[config.mk]
export PLATFORM = sky130hd
export DESIGN_NAME = rc_pot_scanner
export DESIGN_NICKNAME = d
export VERILOG_FILES = /design/src/rtl/rc_pot_scanner.sv
export SDC_FILE = /design/constraint.sdc
export NUM_CORES = 1
export LEC_CHECK = 0
export CAP_MARGIN = 15
export CORE_UTILIZATION = 60
export DETAILED_ROUTE_END_ITERATION = 10
export DONT_BUFFER_PORTS = 1
export PLACE_DENSITY_LB_ADDON = 0.08
export RECOVER_POWER = 100
export SYNTH_ARGS = -nofsm -noshare
export SYNTH_HDL_FRONTEND = slang
export SYNTH_SLANG_ARGS = --single-unit
[constraint.sdc]
create_clock -name clki -period 5.6 [get_ports clki]
set_input_delay 1.12 -clock clki [delete_from_list [all_inputs] [get_ports clki]]
set_output_delay 1.12 -clock clki [all_outputs]
set_load 0.05 [all_outputs]
[src/rtl/rc_pot_scanner.sv]
// Multi-channel RC-discharge pot reader: charges each node, then times its discharge.
// Optional RC_POT_SCANNER_AVG_EN adds a per-channel smoothing filter on the reported value.
module rc_pot_scanner #(
  parameter int NCH          = 4,
  parameter int CW           = 20,
  parameter int CHARGE_TICKS = 12000,
  parameter int SYNC_STAGES  = 2,
  parameter int CONTINUOUS   = 0,
  localparam int CHW         = (NCH > 1) ? $clog2(NCH) : 1
) (
  input  logic           clki,
  input  logic           resetn,
  input  logic [NCH-1:0] pot_in,
  output logic [NCH-1:0] pot_drive,
  input  logic           start,
  output logic           busy,
  output logic           sample_valid,
  output logic [CHW-1:0] sample_ch,
  output logic [CW-1:0]  sample_value,
  output logic           sample_timeout
);

  localparam int TW = (CHARGE_TICKS > 1) ? $clog2(CHARGE_TICKS) : 1;
  localparam logic [CW-1:0] MAX_COUNT = {CW{1'b1}};

  typedef enum logic [1:0] {IDLE, CHARGE, MEASURE, STORE} state_t;

  state_t         state_q, state_d;
  logic [CHW-1:0] ch_q, ch_d;
  logic [TW-1:0]  tick_q, tick_d;
  logic [CW-1:0]  cnt_q, cnt_d;
  logic           to_q, to_d;
  logic [NCH-1:0] sync_q [SYNC_STAGES];
  logic [NCH-1:0] sync_d [SYNC_STAGES];
  logic           valid_q, valid_d;
  logic [CHW-1:0] sch_q, sch_d;
  logic [CW-1:0]  sval_q, sval_d;
  logic           sto_q, sto_d;
  logic [NCH-1:0] drive;
  logic [NCH-1:0] sync_in;
  logic           meas_bit;
  logic [CW-1:0]  report_value;

  always_comb begin
    sync_d[0] = pot_in;
    for (int i = 1; i < SYNC_STAGES; i++) sync_d[i] = sync_q[i-1];
  end

  assign sync_in  = sync_q[SYNC_STAGES-1];
  assign meas_bit = sync_in[ch_q];

`ifdef RC_POT_SCANNER_AVG_EN
  // avg += (new - avg)/4 in signed arithmetic; first sample per channel seeds the filter
  logic [CW-1:0]    avg_q [NCH];
  logic [CW-1:0]    avg_d [NCH];
  logic [NCH-1:0]   seen_q, seen_d;
  logic signed [CW:0] diff, step;
  logic [CW:0]      sum;

  always_comb begin
    avg_d  = avg_q;
    seen_d = seen_q;
    diff   = $signed({1'b0, cnt_q}) - $signed({1'b0, avg_q[ch_q]});
    step   = diff >>> 2;
    sum    = {1'b0, avg_q[ch_q]} + $unsigned(step);
    if (to_q)                report_value = MAX_COUNT;
    else if (!seen_q[ch_q])  report_value = cnt_q;
    else                     report_value = sum[CW-1:0];
    if (state_q == STORE && !to_q) begin
      avg_d[ch_q]  = report_value;
      seen_d[ch_q] = 1'b1;
    end
  end

  always_ff @(posedge clki) begin
    if (!resetn) begin
      for (int i = 0; i < NCH; i++) avg_q[i] <= '0;
      seen_q <= '0;
    end else begin
      avg_q  <= avg_d;
      seen_q <= seen_d;
    end
  end
`else
  assign report_value = cnt_q;
`endif

  always_comb begin
    state_d = state_q;
    ch_d    = ch_q;
    tick_d  = tick_q;
    cnt_d   = cnt_q;
    to_d    = to_q;
    valid_d = 1'b0;
    sch_d   = sch_q;
    sval_d  = sval_q;
    sto_d   = sto_q;
    drive   = '0;
    case (state_q)
      IDLE: begin
        if (start || CONTINUOUS != 0) begin
          state_d = CHARGE;
          ch_d    = '0;
          tick_d  = '0;
        end
      end
      CHARGE: begin
        drive = NCH'(1) << ch_q;
        if (tick_q == TW'(CHARGE_TICKS - 1)) begin
          state_d = MEASURE;
          cnt_d   = '0;
          tick_d  = '0;
        end else begin
          tick_d = tick_q + 1'b1;
        end
      end
      MEASURE: begin
        // A falling node wins over saturation when both happen on the same cycle
        if (!meas_bit) begin
          state_d = STORE;
          to_d    = 1'b0;
        end else if (cnt_q == MAX_COUNT) begin
          state_d = STORE;
          to_d    = 1'b1;
        end else begin
          cnt_d = cnt_q + 1'b1;
        end
      end
      STORE: begin
        valid_d = 1'b1;
        sch_d   = ch_q;
        sval_d  = report_value;
        sto_d   = to_q;
        tick_d  = '0;
        if (ch_q == CHW'(NCH - 1)) begin
          ch_d    = '0;
          state_d = (CONTINUOUS != 0) ? CHARGE : IDLE;
        end else begin
          ch_d    = ch_q + 1'b1;
          state_d = CHARGE;
        end
      end
      default: state_d = IDLE;
    endcase
  end

  always_ff @(posedge clki) begin
    if (!resetn) begin
      state_q <= IDLE;
      ch_q    <= '0;
      tick_q  <= '0;
      cnt_q   <= '0;
      to_q    <= 1'b0;
      valid_q <= 1'b0;
      sch_q   <= '0;
      sval_q  <= '0;
      sto_q   <= 1'b0;
      for (int i = 0; i < SYNC_STAGES; i++) sync_q[i] <= '0;
    end else begin
      state_q <= state_d;
      ch_q    <= ch_d;
      tick_q  <= tick_d;
      cnt_q   <= cnt_d;
      to_q    <= to_d;
      valid_q <= valid_d;
      sch_q   <= sch_d;
      sval_q  <= sval_d;
      sto_q   <= sto_d;
      for (int i = 0; i < SYNC_STAGES; i++) sync_q[i] <= sync_d[i];
    end
  end

  assign pot_drive      = drive;
  assign busy           = (state_q != IDLE);
  assign sample_valid   = valid_q;
  assign sample_ch      = sch_q;
  assign sample_value   = sval_q;
  assign sample_timeout = sto_q;

endmodule

# After elaboration in Yosys (flattened, before gate mapping)
# Memories as Yosys holds them, arrays and structs flattened.
# Cells that the tools add are included.
[op_classes]
magnitude_cmp = 1
shifts = 1
eq_ne = 12
bitwise = 2
muxes = 26
add_sub_neg = 3
n_reduce_logical = 10
[ops]
columns = ["operator", "count"]
rows = [
  ["20-bit 2-to-1 mux", 3],
  ["14-bit one-hot mux with 3 select lines", 1],
  ["20-bit one-hot mux with 2 select lines", 1],
  ["14-bit 2-to-1 mux", 2],
  ["20-bit by 1-bit adder with 20-bit output, second input constant", 1],
  ["20-bit == test, second input constant", 1],
  ["14-bit by 1-bit adder with 14-bit output, second input constant", 1],
  ["14-bit == test, second input constant", 1],
  ["2-bit 2-to-1 mux", 6],
  ["4-bit 2-to-1 mux", 3],
  ["2-bit inequality test, second input constant", 4],
  ["2-bit one-hot mux with 4 select lines", 1],
  ["1-bit 2-to-1 mux", 7],
  ["2-bit == test, second input constant", 3],
  ["2-bit AND reduction", 3],
  ["2-bit nonzero test", 3],
  ["2-bit one-hot mux with 2 select lines", 1],
  ["4-bit AND reduction", 1],
  ["1-bit by 2-bit << shifter with 4-bit output, first input constant", 1],
  ["2-bit by 3-bit < comparator with 1-bit output, second input constant", 1],
  ["3-bit inequality test, second input constant", 1],
  ["3-bit AND reduction", 1],
  ["3-bit nonzero test", 1],
  ["2-bit by 1-bit adder with 2-bit output, second input constant", 1],
  ["other kinds (5)", 6],
]
[word_totals]
in_bits = 7
mem_bits_rw = 8
n_memories = 1
regBits = 63
[memory_table]
columns = ["memory", "words", "width", "rd", "rd_ports_with_merged_regs", "write_ports", "line", "text"]
rows = [
  ["sync_q", 2, 4, 2, 0, 2, "33", "logic [NCH-1:0] sync_q [SYNC_STAGES];"],
]

# Logic depth before layout (Yosys ltp)
# Gate-level depths: netlist of run 1.
# An unclocked memory read counts as a cell.
[depth]
ltp_word = 5
depth_mapped = 8
mapped_depth_nobuf = 7

# Worst setup path after synthesis of run 1
# No wires, ideal clock.
[synth_path]
path_kind = "reg-to-output"
startpoint = "register state_q[1]"
endpoint = "output port pot_drive[0]"
arrival_time_ns = 1.148
stages_incl_launch_ff = 4
slack_ns = 3.332
required_ns = 4.480
cell_sequence = "dfxtp_1 > inv_1 > ha_1 > and2_1"
[synth_via]
elab_chain_len = 2
[synth_lines]
columns = ["element", "line", "text"]
rows = [
  ["from (decl)", "28", "state_t state_q, state_d;"],
  ["from (signal assigned)", "160", "state_q <= state_d;"],
  ["2-bit by 1-bit == test with 1-bit output", "99", "case (state_q)"],
  ["4-bit 2-to-1 mux", "99", ""],
  ["to (decl)", "14", "output logic [NCH-1:0] pot_drive,"],
]
# Every way passes these cells.

# Worst setup path after layout of run 1
[layout_path]
startpoint = "register tick_q[0]"
endpoint = "register cnt_q[15]"
[layout_via]
elab_chain_len = 3
[layout_lines]
columns = ["element", "line", "text"]
rows = [
  ["from (decl)", "30", "logic [TW-1:0] tick_q, tick_d;"],
  ["from (signal assigned)", "162", "tick_q <= tick_d;"],
  ["14-bit == test", "109", "if (tick_q == TW'(CHARGE_TICKS - 1)) begin"],
  ["2-bit inequality test (no line)", "-", ""],
  ["4-bit AND reduction (no line)", "-", ""],
  ["to (signal assigned)", "163", "cnt_q <= cnt_d;"],
  ["to (decl)", "31", "logic [CW-1:0] cnt_q, cnt_d;"],
]
# Every way passes these cells.
# A chain may end at the register's enable or synchronous reset.

==> impl_metrics.ini, run 1 <==
[run_status]
outcome = complete, no violations

[worst_setup_path]
r2r_end = cnt_q[15]$_SDFFE_PN0P_
worstPathCellList = ha_1 > nand3_1 > o41ai_1 > nand2_1 > or4_1 > a31oi_1
cp-end-kind = flop
crit-reg2reg-launch = tick_q[0]$_SDFFE_PN0P_
path_class = reg2reg
worstPathArrival_ns = 3.47
crit_fanout = 10
r2r_slack_ns = 2.41
cp_slowest_stage_delay_ns = 1.18
critPathTopFamily = compound AO/OA/AOI/OAI gates
start_kind = flop
cp_num_buf_inv = 0
worstRegToRegCells = 6
crit_required_ns = 5.88
slowest_stage = o41ai_1

[sta]
fin_skew_ns = 0.01044
fin_crit_sh_pct = 56.93
worst_pin_slew_ns = 1.309
clock.fmax_ghz = 0.3137
setup_violations = 0
slew_viol_final = 0
period_needed_ns = 3.188
hold_viol = 0
setup_tns_ns = 0
rsz0062_at_grt = no
setup_slack_ns = 2.412
relSlewSlack_pct = 11.59

[hold_path]
min_path_type = reg2reg
worstHoldStart = sync_q[0][0]$_SDFF_PN0_
hold_path_depth = 1
hold_end = sync_q[0][4]$_SDFF_PN0_

[route]
routedWlPerCell_um = 15.22
routed_wl_um = 6576
drt_iter0_drc = 151
drt_first_pass_iters = 4
drtAntennaViolNets = 0
via_per_inst = 5.861
vias = 2532
drc_errors = 0

[power_and_ir_drop]
ir_drop_mv = 0.2367
p_per_area_nw_per_um2 = 352.5
p_leak_nw = 1.145

[job]
maxCapViolCount = 0

[layout]
layout_commonest_cell = dfxtp_1
nNetsFinal = 375
diodes = 0
final_util_pct = 66.15
final_cell_mix = dfxtp_1 (71), nor2_1 (48), nand2_1 (26)
drive_gt1_share_pct = 7.459
area_growth_pct = 4.361

[grt]
grt_first_pass_wirelength_um = 10950
grt_pass1_vias = 2339
grt.total_usage_pct = 24.05
antenna_found_initial = 0
grt_max_degree = 40
grt_overflow = 0

[logic_synthesis]
syn-instance-count = 359
avgSynthCellArea_um2 = 9.191
synth_nets = 377
ys_ff_latch = 71
ys_seq_area_share_pct = 43.08
synthFlopType = dfxtp_1
syn_area_um2 = 3299
ys_warn_count = 0
ys_types = 58
synth_edf_count = 0
async_flop_share_pct = 0

[floorplan]
die_x_um = 76.16
core_um2 = 5205
dieArea_um2 = 5800
initial_utilization_pct = 63.39
pin_count = 36
rows = 26
die_h_um = 76.16

[cts]
cts.path.max_buffers = 2
root_buffer = clkbuf_8
cts_setup_buffers = 0
numCtsBuffers = 9
clock_sinks = 71
cts.clk_slew.worst_paths_ns = 0.08
htreeDepth = 3
tritoncts = built
post_cts_resized = 0
clk_latency_ns = 0.36
cts_hold_buf = 0

[placed_design]
pre_cts_slack_ns = 2.869
portBuffers = 0
hpwl_um = 4362
gp_congestion = 0.8535
==> how the worst max path moves through the flow <==
| stage | slack (ns) | cells after the start | startpoint | to |
|---|---|---|---|---|
| floorplan | 3.33 | 3 | state_q[1]$_SDFFE_PN0P_ | pot_drive[0] |
| CTS | 2.80 | 3 | state_q[1]$_SDFFE_PN0P_ | pot_drive[0] |
| global route | 2.13 | 6 | tick_q[0]$_SDFFE_PN0P_ | cnt_q[15]$_SDFFE_PN0P_ |
| finish | 2.41 | 6 | tick_q[0]$_SDFFE_PN0P_ | cnt_q[15]$_SDFFE_PN0P_ |
| detailed placement | 2.87 | 6 | resetn | cnt_q[13]$_SDFFE_PN0P_ |
| global placement | 2.97 | 6 | resetn | cnt_q[7]$_SDFFE_PN0P_ |
==> flip-flops by register name, summed over array words and instances (netlist names) <==
register and count:
cnt_q 20, sync_q 8, state_q 2, tick_q 14
sample_valid 1, sample_value 20, ch_q 2, to_q 1
sample_ch 2, sample_timeout 1
==> per-stage QoR <==
stage	hold slack (ns)	power (W)	cells	area (µm²)
6_report	0.4390	0.001214	432	3443
5_1_grt	0.4543	0.001269	432	3443
4_1_cts	0.4420	0.001229	432	3475
3_5_place_dp	0.4180	0.0008517	416	3293
3_3_place_gp	0.4135	0.0008452	416	3293
2_1_floorplan	0.4119	0.0008233	359	3299
==> report_power, final <==
part           switching, W  internal, W
clock network      0.000215     0.000165
logic              0.000213    0.0000858
registers         0.0000165     0.000519
total              0.000445     0.000769
==> layer usage <==
| metal | part of all wire, % | GRT usage (%) | vias up |
|---|---|---|---|
| met4 | 1.5 | 9.615 | 0 |
| met1 | 48 | 31.12 | 1183 |
| met5 | 0 | 0 | - |
| met2 | 44 | 37.45 | 58 |
| li1 | - | - | 1280 |
| met3 | 6.1 | 7.425 | 11 |
==> final cells by class <==
cell class	count	area, µm²
Fill cell	448	1762
Multi-Input combinational cell	260	1693
Sequential cell	71	1421
Clock buffer	9	123.9
Tap cell	70	87.58
Clock inverter	7	57.56
Inverter	13	48.80
Timing Repair Buffer	2	11.26
==> synth_stat cells, drive strengths merged, types with 4 or more instances <==
| master | count | area (µm²) |
|---|---|---|
| buf | 5 | 42.53 |
| ha | 11 | 137.6 |
| nand4 | 7 | 50.05 |
| a21oi | 14 | 70.07 |
| nor2 | 48 | 180.2 |
| inv | 13 | 48.80 |
| nand2 | 26 | 100.1 |
| o31ai | 7 | 52.55 |
| nor3 | 5 | 30.03 |
| a31oi | 5 | 31.28 |
| xor2 | 9 | 78.83 |
| a211oi | 5 | 37.54 |
| dfxtp | 71 | 1421 |
| and2 | 14 | 88.84 |
| mux2i | 23 | 230.2 |
| o2111ai | 4 | 35.03 |
| clkbuf | 9 | 33.78 |
| nand3 | 20 | 105.1 |
| and3 | 6 | 38.79 |
| o21ai | 12 | 60.06 |
==> cells by family after synthesis <==
| family | count (synthesis) | synth area share (%) |
|---|---|---|
| AO/OA/AOI/OAI | 65 | 13.77 |
| XOR/XNOR | 11 | 2.920 |
| adder cells (fa/ha/maj) | 11 | 4.171 |
| buffers and inverters | 28 | 4.778 |
| flip-flops | 71 | 43.08 |
| multiplexers | 25 | 8.115 |
| AND/OR/NAND/NOR | 148 | 23.17 |
Power figures use the tool's default switching activity.
==> inputs of run 2 (changes only) <==
CORE_UTILIZATION = 57   (was 60)
clock period = 2.8 ns   (was 5.6 ns; I/O delays follow)
==> impl_metrics.ini, run 2 (same netlist as run 1, synthesis figures left out) <==
[power_and_ir_drop]
ir_drop_mv = 0.4066
p_leak_nw = 1.212
p_per_area_nw_per_um2 = 736.5

[sta]
period_needed_ns = 2.432
rsz0062_at_grt = no
worst_pin_slew_ns = 0.7712
hold_viol = 0
setup_violations = 0
setup_tns_ns = 0
clock.fmax_ghz = 0.4112
fin_skew_ns = 0.009266
fin_crit_sh_pct = 86.86
slew_viol_final = 0
setup_slack_ns = 0.3680
relSlewSlack_pct = 48.59

[floorplan]
core_um2 = 5540
die_h_um = 78.08
initial_utilization_pct = 59.55
rows = 27
die_x_um = 78.08
pin_count = 36
dieArea_um2 = 6096

[cts]
htreeDepth = 3
numCtsBuffers = 9
cts_hold_buf = 0
clk_latency_ns = 0.35
tritoncts = built
root_buffer = clkbuf_8
clock_sinks = 71
cts_setup_buffers = 0
cts.path.max_buffers = 2
cts.clk_slew.worst_paths_ns = 0.07
post_cts_resized = 0

[layout]
area_growth_pct = 7.281
design_area_um2 = 3540
drive_gt1_share_pct = 8.470
layout_commonest_cell = dfxtp_1
fillers = 499
diodes = 0
nNetsFinal = 379
final_cell_mix = dfxtp_1 (71), nor2_1 (48), nand2_1 (26)

[route]
routed_wl_um = 6713
drt_first_pass_iters = 4
drtAntennaViolNets = 0
vias = 2571
drc_errors = 0
drt_iter0_drc = 174
routedWlPerCell_um = 15.33
via_per_inst = 5.870

[worst_setup_path]
crit_required_ns = 3.07
worstPathArrival_ns = 2.70
cp_num_buf_inv = 0
path_class = reg2reg
cp-end-kind = flop
crit_fanout = 10
worstPathCellList = ha_1 > nand3_1 > o41ai_4 > nand2_1 > or3_2 > o22ai_1
start_kind = flop
cp_slowest_stage_delay_ns = 0.56
critPathTopFamily = simple AND/OR/NAND/NOR gates
slowest_stage = o41ai_4

[grt]
grt_max_degree = 39
grt_pass1_vias = 2360
grt_overflow = 0
antenna_found_initial = 0
grt.total_usage_pct = 23.59
grt_first_pass_wirelength_um = 11090

[run_status]
outcome = complete, no violations

[placed_design]
hpwl_um = 4499
pre_cts_slack_ns = 0.4525
portBuffers = 0
gp_congestion = 0.8355
placed_cell_area_um2 = 3326

[hold_path]
min_path_type = in2reg

[job]
maxCapViolCount = 0
[run 2: cell types whose count changed in the layout (fill, tap and decap cells not counted), moves of 2 or more]
cell        before  now
clkinv_4         2    0
clkinvlp_4       3    0
bufinv_16        0    2
clkbuf_8         9   11
inv_6            2    0
buf_4            1    4
[run 2: worst reg2reg max path, cell delays in order, from the launching register on]
cell and delay [ns]:
dfxtp_1 0.37, ha_1 0.18, nand3_1 0.20, o41ai_4 0.56, nand2_1 0.35, or3_2 0.52
o22ai_1 0.18
[run 2: worst paths after layout]
path,cells past startpoint,end,start,slack (ns)
worst min-delay path,1,sync_q[0][7]$_SDFF_PN0_,resetn,0.33
worst max-delay path,6,cnt_q[1]$_SDFFE_PN0P_,tick_q[0]$_SDFFE_PN0P_,0.37
worst max register to register,6,cnt_q[1]$_SDFFE_PN0P_,tick_q[0]$_SDFFE_PN0P_,0.37
worst min register to register,1,sync_q[0][7]$_SDFF_PN0_,sync_q[0][3]$_SDFF_PN0_,0.43
[run 2: cell type report]
type / count / area [µm²] / area share, %
multi-input combinational: 260 / 1713 / 48.39
sequential: 71 / 1421 / 40.16
clock buffer: 13 / 158.9 / 4.489
tap: 72 / 90.09 / 2.545
clock inverter: 3 / 65.06 / 1.838
inverter: 13 / 48.80 / 1.379
timing repair buffer: 6 / 42.54 / 1.202
[run 2: stage by stage]
stage | cells | power (W) | hold WS (ns) | util, %
2_1_floorplan | 359 | 0.001647 | 0.4119 | -
3_3_place_gp | 422 | 0.001714 | 0.4149 | 60.03
3_5_place_dp | 422 | 0.001718 | 0.4179 | 60.03
4_1_cts | 438 | 0.002630 | 0.3252 | 64.07
5_1_grt | 438 | 0.002749 | 0.3212 | 63.89
6_report | 438 | 0.002607 | 0.3313 | 63.89
[run 2: metal layers]
| layer | part of all wire [%] | wire length, µm | GRT usage, % | vias to the layer above |
|---|---|---|---|---|
| met5 | 0 | 0 | 0 | - |
| met4 | 1.5 | 103 | 12.04 | 0 |
| met3 | 4.6 | 308 | 5.233 | 9 |
| met2 | 46 | 3067 | 36.93 | 49 |
| met1 | 48 | 3234 | 30.51 | 1222 |
| li1 | - | - | - | 1291 |
[run 2: power by group]
| group | switching, W | internal (W) |
|---|---|---|
| logic | 0.000429 | 0.000193 |
| clock network | 0.000366 | 0.000550 |
| registers | 0.0000315 | 0.00104 |
| total | 0.000826 | 0.00178 |
